===== config.mk =====
export PLATFORM = sky130hd
export DESIGN_NAME = mem_bus_arbiter
export DESIGN_NICKNAME = d
export VERILOG_FILES = /design/src/rtl/mem_bus_arbiter.sv
export SDC_FILE = /design/constraint.sdc
export NUM_CORES = 1
export LEC_CHECK = 0
export ABC_CLOCK_PERIOD_IN_PS = 3300
export CORE_AREA = 2 2 108 110
export CTS_BUF_LIST = sky130_fd_sc_hd__clkbuf_8
export DETAILED_ROUTE_END_ITERATION = 10
export DIE_AREA = 0 0 110 112
export PLACE_DENSITY = 0.79
export SLEW_MARGIN = 15
export SYNTH_ARGS = -nofsm -noshare
export SYNTH_HDL_FRONTEND = slang
export SYNTH_SLANG_ARGS = --single-unit

===== constraint.sdc =====
create_clock -name clk -period 3.3 [get_ports clk]
set_input_delay 0.33 -clock clk [delete_from_list [all_inputs] [get_ports clk]]
set_output_delay 0.33 -clock clk [all_outputs]
set_load 0.01 [all_outputs]

===== src/rtl/mem_bus_arbiter.sv =====
// Shares one memory request port between fetch and load/store requesters, one transaction in flight.
// Latency: grant in IDLE, memory request from the next cycle, data_ok in the cycle mem_data_ok arrives (minimum 2 cycles).
// Backpressure: addr_ok is held low while a transaction is outstanding; mem_addr_ok stalls in REQ; mem_data_ok stalls in WAIT.
module mem_bus_arbiter #(
   parameter int ADDR_W = 32,
   parameter int DATA_W = 32
) (
   input  logic                clk,
   input  logic                resetn,
   // fetch side
   input  logic                inst_req,
   input  logic [ADDR_W-1:0]   inst_addr,
   output logic                inst_addr_ok,
   output logic                inst_data_ok,
   output logic [DATA_W-1:0]   inst_rdata,
   // load/store side
   input  logic                data_req,
   input  logic                data_wr,
   input  logic [DATA_W/8-1:0] data_wstrb,
   input  logic [ADDR_W-1:0]   data_addr,
   input  logic [DATA_W-1:0]   data_wdata,
   output logic                data_addr_ok,
   output logic                data_data_ok,
   output logic [DATA_W-1:0]   data_rdata,
   // shared memory port
   output logic                mem_req,
   output logic                mem_wr,
   output logic [DATA_W/8-1:0] mem_wstrb,
   output logic [ADDR_W-1:0]   mem_addr,
   output logic [DATA_W-1:0]   mem_wdata,
   input  logic                mem_addr_ok,
   input  logic                mem_data_ok,
   input  logic [DATA_W-1:0]   mem_rdata,
   output logic                busy
);

   localparam int STRB_W = DATA_W / 8;

   typedef enum logic [1:0] {
      IDLE = 2'd0,
      REQ  = 2'd1,
      WAIT = 2'd2
   } state_t;

   state_t              state;
   state_t              state_nxt;
   logic                last_data;   // 1: most recent grant went to the data side
   logic                owner_data;  // 1: in-flight transaction belongs to the data side
   logic                grant_inst;
   logic                grant_data;
   logic                lat_wr;
   logic [STRB_W-1:0]   lat_wstrb;
   logic [ADDR_W-1:0]   lat_addr;
   logic [DATA_W-1:0]   lat_wdata;

   // Round-robin grant, only evaluated in IDLE; contention goes to the side not served last.
   always_comb begin
      grant_inst = 1'b0;
      grant_data = 1'b0;
      if (resetn && state == IDLE) begin
         if (inst_req && data_req) begin
            grant_inst = last_data;
            grant_data = !last_data;
         end else begin
            grant_inst = inst_req;
            grant_data = data_req;
         end
      end
   end

   // Next state and handshake outputs; everything is forced low while reset is asserted.
   always_comb begin
      state_nxt    = state;
      mem_req      = 1'b0;
      inst_data_ok = 1'b0;
      data_data_ok = 1'b0;
      case (state)
         IDLE: begin
            if (grant_inst || grant_data) state_nxt = REQ;
         end
         REQ: begin
            mem_req = resetn;
            if (mem_addr_ok) state_nxt = WAIT;
         end
         WAIT: begin
            if (mem_data_ok) begin
               state_nxt    = IDLE;
               inst_data_ok = resetn && !owner_data;
               data_data_ok = resetn && owner_data;
            end
         end
         default: state_nxt = IDLE;
      endcase
   end

   // State, arbitration history and latched request fields.
   always_ff @(posedge clk) begin
      if (!resetn) begin
         state      <= IDLE;
         last_data  <= 1'b1;
         owner_data <= 1'b0;
         lat_wr     <= 1'b0;
         lat_wstrb  <= '0;
         lat_addr   <= '0;
         lat_wdata  <= '0;
      end else begin
         state <= state_nxt;
         if (grant_inst) begin
            last_data  <= 1'b0;
            owner_data <= 1'b0;
            lat_wr     <= 1'b0;
            lat_wstrb  <= '0;
            lat_addr   <= inst_addr;
            lat_wdata  <= '0;
         end else if (grant_data) begin
            last_data  <= 1'b1;
            owner_data <= 1'b1;
            lat_wr     <= data_wr;
            lat_wstrb  <= data_wstrb;
            lat_addr   <= data_addr;
            lat_wdata  <= data_wdata;
         end
      end
   end

   assign inst_addr_ok = grant_inst;
   assign data_addr_ok = grant_data;
   assign mem_wr       = lat_wr;
   assign mem_wstrb    = lat_wstrb;
   assign mem_addr     = lat_addr;
   assign mem_wdata    = lat_wdata;
   assign inst_rdata   = mem_rdata;
   assign data_rdata   = mem_rdata;
   assign busy         = resetn && (state != IDLE);

endmodule


==> run metrics, run 1 <==
status finished clean; Power, Total roughly 2200 uW; area of the core 0.0112 mm^2; Total GRT Usage approximately 20%; sequential power share 43.5%; cell area power density 426 mW/mm^2; share of cells above drive strength 1 5.65%; Tcrit/Tclk final ~71%; fin cells 692; Pint about 1600 uW; Post-CTS Setup Bufs 0; Final GP Congestion around 0.81; Mapped Nets around 600; CTS root buf clkbuf_8; router iterations before antenna repair 7; most frequent cells in the layout 181 x clkdlybuf4s50_1, 73 x dfxtp_1, 70 x nand3_1, 70 x o21ai_0, 41 x a21oi_1; Setup crit end kind output pin; peak supply drop 314 uV; startpoint types primary input; vias in the first global route 3,694; Switch Pwr 668 uW; Max-Cap Viols 0; Via density around 5.5; Die Y 112 um; Synth Warn # 0; global-route wire length before repair 19,100 um; HP Class flop to flop; Hold Buf Count CTS 0; Starting Density about a third; clock power share 30.9%; Detailed Route Iter0 Violations 418; Port Buffers 181; htree depth 3; CTS tree done; RSZ-0062 raised after global routing false; Synth top area share about two fifths; Syn Inst Count 457; top post-synthesis cells by area dfxtp_1 39%, buf_4 13%, nand3_1 9.4%, o21ai_0 9.4%, o31ai_1 6.5%; Num CTS Buffers 9; chip width 110 um; final hold vios 0; Max Clock Freq 0.429 GHz; CTS Sinks 73; critical path fanouts, max 8; Area Overhead vs Synth 41.7%; most common cell after layout, fill and taps aside clkdlybuf4s50_1; Crit path required time 2.97 ns; Residual DRC 0; row count 39; Clock Latency Late Sink 0.34 ns; routed wire length about 12,000 um; Tmin final approximately 2.3 ns; Core Util, Final 47.1%; vias after detailed routing 3,782; dpl cells 676; Clock Skew a little under 0.009 ns; largest area contributor in the netlist dfxtp_1; Gate power share 25.6%; Sw Share 29.8%; PostCTS Resize Cnt 0; Synth Cell Area 0.00371 mm^2; largest net degree at the start of global routing 71; Seq cells post-synth 73; fin nets between 600 and 700; post-route ant nets 0; dpl hpwl 8220 um; Seq/Total Area, Yosys ~39%; io pins 278; Static Leakage 0.00171 uW; Worst-path clk slew 0.09 ns; WS Path Type primary input to output pin; worst slew pin tran 0.657 ns; Slew Viols, Final 0; syn_area_per_cell around 8.1 um^2; grt total ovfl 0; setup violators final 0; Worst Path Arrival 2.00 ns; Die ar. 0.0123 mm^2; final instance area 0.00526 mm^2; distinct cell type count of the synthesized netlist 27; Diodes inserted 0; max_slew headroom 56.2%; WL/cell 18.0 um; antenna violations before repair 0; post-placement cell area 0.00507 mm^2; Sum Neg Setup Slack 0 ns; Max Root-Sink Buffers 2
-- state kept, by name (all words and copies together), names as in the netlist --
name	flops
last_data	1
mem_addr	32
mem_wdata	32
mem_wr	1
mem_wstrb	4
owner_data	1
state	2
-- power by group through the flow --
stage / clock, uW / combinational, uW / sequential, uW
finish: 692 / 574 / 974
global route: 747 / 620 / 981
CTS: 716 / 573 / 974
detailed placement: 0 / 570 / 994
global placement: 0 / 559 / 991
floorplan: 0 / 333 / 1010
-- routing by layer --
layer / GRT usage (%) / share of wire (%) / wire length [um]
met1: 23.7 / 40 / 4930
met2: 31.8 / 48 / 5920
met3: 5.27 / 8.6 / 1070
met4: 10.1 / 4.2 / 527
met5: 0 / 0 / 0
-- cell families (layout without fill, tap and decap cells) --
| group | count (synthesis) | after routing | synth area share [%] |
|---|---|---|---|
| flip-flops | 73 | 73 | 39.4 |
| buffers and inverters | 116 | 208 | 20.0 |
| AO/OA/AOI/OAI | 181 | 181 | 28.4 |
| AND/OR/NAND/NOR | 87 | 87 | 12.2 |
-- critical path, stage by stage --
cell and delay [ns]:
clkdlybuf4s50_1 0.62, nand2_1 0.12, nor4bb_1 0.33, clkdlybuf4s50_1 0.60
-- synthesized netlist by cell type --
library cell and instances:
o21ai_0 70, nand2b_1 1, dfxtp_1 73, nand3_1 70
inv_1 1, nand2_1 4, nand3b_1 1, nor2_1 4
o21a_1 1, nor4b_1 1, clkbuf_1 37, a31oi_1 32
or3b_1 2, buf_8 2, o211ai_1 1, buf_6 4
o31ai_1 32, a21oi_1 41, nor3b_1 2, a21boi_2 1
a21boi_0 1, buf_2 6, o21ai_4 1, buf_4 66
nor4bb_1 1, nor2b_1 1, a21bo_2 1
-- layout make-up --
type	instances	area [um^2]
flip-flops and latches	73	1460
clock inverters	7	71.3
fillers	1109	5910
inverters	1	3.75
well taps	143	179
multi-input cells	268	1520
repair buffers	191	1900
clock buffers	9	124
-- through the flow --
step	setup WS, ns	hold WS (ns)
2_1_floorplan	1.79	0.452
3_3_place_gp	0.985	0.460
3_5_place_dp	0.941	0.468
4_1_cts	0.969	0.480
5_1_grt	0.837	0.499
6_report	0.967	0.480
-- final timing paths --
kind                              startpoint                    endpoint  slack [ns]  cells past startpoint
setup / recovery                      resetn                data_data_ok        0.97                      4
hold / removal    mem_wdata[10]$_SDFFE_PP0P_  mem_wdata[10]$_SDFFE_PP0P_        0.48                      2
setup reg to reg       state[0]$_SDFFE_PN0P_   mem_wdata[5]$_SDFFE_PP0P_        1.41                      5
hold reg to reg   mem_wdata[10]$_SDFFE_PP0P_  mem_wdata[10]$_SDFFE_PP0P_        0.48                      2
Note: power is estimated with default switching activity, not from simulation.
==> run 2: changes to the inputs <==
- ABC_CLOCK_PERIOD_IN_PS: 3300 -> 2060
- CORE_AREA: 2 2 108 110 -> default
- CORE_UTILIZATION: default -> 32
- DIE_AREA: 0 0 110 112 -> default
- PLACE_DENSITY: 0.79 -> 0.8
- clock period: 3.3 -> 2.06 ns (I/O delays scaled with it)
==> run metrics, run 2 (synthesized netlist as in run 1, its figures left out) <==
status finished clean; largest net degree at the start of global routing 71; WS Path Type primary input to output pin; fillcell total 1,075; vias after detailed routing about 3,900; peak supply drop 325 uV; Starting Density 33.5%; Most Frequent Cell on Critical Path clkdlybuf4s50_1; io pins 278; Die ar. 0.0120 mm^2; Sw Share 30.6%; Slew Viols, Final 0; Via density 5.53; Area Overhead vs Synth 44.6%; Max Root-Sink Buffers 2; Clock Skew between 0.007 and 0.008 ns; Crit path required time 1.85 ns; htree depth 3; Max Clock Freq 0.522 GHz; Final GP Congestion 0.759; share of cells above drive strength 1 7.36%; routed wire length 11,800 um; WL/cell 16.9 um; setup violators final 0; cell area power density 661 mW/mm^2; startpoint types primary input; most frequent cells in the layout 177 x clkdlybuf4s50_1, 73 x dfxtp_1, 70 x nand3_1, 70 x o21ai_0, 41 x a21oi_1; Core Util, Final 48.4%; CTS Sinks 73; Static Leakage 0.00182 uW; final hold vios 0; Clock Latency Late Sink 0.34 ns; router iterations before antenna repair 5; Setup crit end kind output pin; fin cells 697; area of the core 0.0111 mm^2; largest delay contributor family on the critical path buffers and inverters; dpl hpwl approximately 8100 um; Switch Pwr 1080 uW; Gate power share 27.3%; CP bufs+invs 3; grt total ovfl 0; CTS root buf clkbuf_8; Pint 2470 uW; worst slew pin tran 0.665 ns; Num CTS Buffers 9; Total GRT Usage 18.9%; HP Class primary input to output pin; Worst Path Arrival 1.71 ns; fin nets 691; sequential power share 43.8%; Post-CTS Setup Bufs 0; antenna violations before repair 0; dpl cells between 600 and 700; Detailed Route Iter0 Violations 291; max_slew headroom 55.7%; crit-path max cell delay 0.56 ns; most common cell after layout, fill and taps aside clkdlybuf4s50_1; vias in the first global route 3,672; Tmin final 1.92 ns; Die Y about 110 um; Tcrit/Tclk final 93.1%; worst path cell trace clkdlybuf4s50_1 -> buf_4 -> nand2_1 -> nor2_1 -> clkdlybuf4s50_1; Slowest-stage cell, CP clkdlybuf4s50_1; Hold Buf Count CTS 0; Seq. cell area between 0.001 and 0.0015 mm^2; post-route ant nets 0; critical path fanouts, max 10; clock power share 28.9%; RSZ-0062 raised after global routing false; area of the multi-input gates 0.00153 mm^2; chip width approximately 110 um; Max-Cap Viols 0; Diodes inserted 0; row count 38; Port Buffers between 150 and 200; CTS tree done; global-route wire length before repair 17,600 um; Residual DRC 0
[run 2: cell type report]
type                    instances  share of cell area, %
repair buffers                199                   37.6
multi-input cells             268                   28.5
flip-flops and latches         73                   27.2
well taps                     140                   3.26
clock buffers                  10                   2.56
clock inverters                 6                  0.769
inverters                       1                 0.0699
[run 2: worst paths after layout]
path	startpoint	to	slack, ns	cells past startpoint
worst max register to register	state[1]$_SDFFE_PN0P_	mem_addr[28]$_SDFFE_PN0P_	0.38	5
worst min-delay path	mem_rdata[23]	data_rdata[23]	0.41	0
worst max-delay path	resetn	mem_req	0.14	5
worst min register to register	mem_wdata[31]$_SDFFE_PP0P_	mem_wdata[31]$_SDFFE_PP0P_	0.48	2
[run 2: timing repair]
item	4_1_cts	5_1_grt
endpoints found under the hold margin	0	0
resized for setup	1	5
setup endpoints to repair	1	3
[run 2: metrics by stage]
step	power, uW	hold slack, ns	setup TNS, ns	setup WS, ns	cell area [um^2]
after floorplan	2150	0.350	0	0.559	3710
after global placement	2520	0.412	-0.0180	-0.0180	5170
after detailed placement	2550	0.412	-0.00281	-0.00194	5170
after CTS	3580	0.402	0	0.00150	5350
after global routing	3730	0.402	0	0.0725	5370
final	3550	0.412	0	0.143	5370
[run 2: worst register-to-register path: stages (launching register included)]
cell and delay [ns]:
dfxtp_1 0.32, buf_4 0.17, or3b_1 0.50, buf_4 0.23
o31ai_1 0.27, a31oi_1 0.07
[run 2: power by group through the flow]
| stage | clock network [uW] | registers, uW | logic, uW |
|---|---|---|---|
| CTS | 1060 | 1550 | 963 |
| finish | 1030 | 1550 | 969 |
| floorplan | 0 | 1620 | 534 |
| detailed placement | 0 | 1590 | 960 |
| global placement | 0 | 1580 | 938 |
| global route | 1130 | 1560 | 1030 |
[run 2: metal layers]
metal	wire length (um)	vias up	GRT usage, %
met5	0	-	0
met4	468	0	11.2
met3	981	44	5.51
met2	5700	216	31.9
met1	4670	1816	20.9
li1	-	1777	-
==> run 3: changes to the inputs <==
- PLACE_DENSITY: 0.8 -> 0.85
==> run metrics, run 3 (synthesized netlist as in run 1, its figures left out) <==
fin nets just under 700; Die ar. ~0.012 mm^2; Worst Path Arrival 1.72 ns; dpl cells 683; Total GRT Usage 19.5%; max_slew headroom a little under three fifths; vias after detailed routing 3,791; Setup crit end kind output pin; Detailed Route Iter0 Violations 328; fin cells 699; post-route ant nets 0; Final GP Congestion 0.752; CTS Sinks 73; share of cells above drive strength 1 7.69%; Port Buffers 181; row count 38; area of the core 0.0111 mm^2; Starting Density about 34%; Tmin final 1.92 ns; Max-Cap Viols 0; final hold vios 0; CTS tree done; Die Y approximately 110 um; Clock Skew ~0.015 ns; dpl hpwl 8350 um; chip width 110 um; HP Class primary input to flop; routed wire length 11,800 um; Static Leakage about 0.0019 uW; critical path fanouts, max 7; reg2reg setup slack 0.33 ns; setup violators final 0; Num CTS Buffers 9; startpoint types flop; status finished clean; Hold Buf Count CTS 0; Slew Viols, Final 0; worst slew pin tran 0.640 ns; cell area power density 721 mW/mm^2; WS Path Type flop to output pin; Max Clock Freq about 0.52 GHz; PostCTS Resize Cnt 2; WL/cell roughly 17 um; largest net degree at the start of global routing 71; Power, Total between 3000 and 4000 uW; grt total ovfl 0; most frequent cells in the layout 176 x clkdlybuf4s50_1, 73 x dfxtp_1, 70 x nand3_1, 70 x o21ai_0, 41 x a21oi_1; antenna violations before repair 0; vias in the first global route 3,692; Diodes inserted 0; most common cell after layout, fill and taps aside clkdlybuf4s50_1; Max Root-Sink Buffers 2; Crit path required time around 1.9 ns; router iterations before antenna repair 5; Hold Slack 0.342 ns; worst path cell trace buf_4 -> nand2_1 -> nor2_1 -> clkdlybuf4s50_1; CTS root buf clkbuf_8; crit-path max cell delay 0.57 ns; peak supply drop ~450 uV; Worst-path clk slew 0.09 ns; Post-CTS Setup Bufs 0; Tcrit/Tclk final 93.3%; RSZ-0062 raised after global routing false; Residual DRC 0; global-route wire length before repair 18,200 um; Area Overhead vs Synth 47.1%; io pins ~280; Clock Latency Late Sink 0.34 ns; Slowest-stage cell, CP clkdlybuf4s50_1; htree depth 3; Via density roughly 5.4
==> run 3: final timing paths <==
kind                                   from  cells after the start                        end
setup / recovery      state[0]$_SDFFE_PN0P_                      4                    mem_req
hold / removal                       resetn                      4  mem_addr[29]$_SDFFE_PN0P_
setup reg to reg      state[1]$_SDFFE_PN0P_                      4  mem_addr[26]$_SDFFE_PN0P_
hold reg to reg   mem_wstrb[1]$_SDFFE_PP0P_                      2  mem_wstrb[1]$_SDFFE_PP0P_
==> run 3: per-stage QoR <==
stage | setup WS [ns] | setup TNS [ns] | utilization (%) | area (um^2)
floorplan | 0.559 | 0 | - | 3710
global placement | -0.0297 | -0.0297 | 47.0 | 5210
detailed placement | -0.0331 | -0.0331 | 47.0 | 5210
CTS | 0.00377 | 0 | 49.2 | 5460
global route | 0.0371 | 0 | 49.3 | 5460
finish | 0.137 | 0 | 49.3 | 5460
==> run 3: per-layer routing <==
layer	up-vias	part of all wire, %	GRT usage, %
met1	1764	38	21.2
met5	-	0	0
li1	1787	-	-
met4	0	3.6	9.24
met2	201	48	34.0
met3	39	9.8	6.58
==> run 3: final cells by class <==
cell class	instances	area [um^2]
inverter	1	3.75
multi-input combinational	268	1520
sequential	73	1460
timing repair buffer	201	2050
clock buffer	9	124
clock inverter	7	126
tap	140	175
fill	1058	5620
==> run 3: report_power, final <==
part	total, uW	switching, uW	internal [uW]
clock	1410	588	822
combinational	972	471	501
sequential	1560	54.6	1500
==> run 3: critical path: cells and delay by family (launching register included) <==
| family | cells | cell delay [ns] |
|---|---|---|
| buffers and inverters | 2 | 0.76 |
| flip-flops | 1 | 0.45 |
| AND/OR/NAND/NOR | 2 | 0.16 |
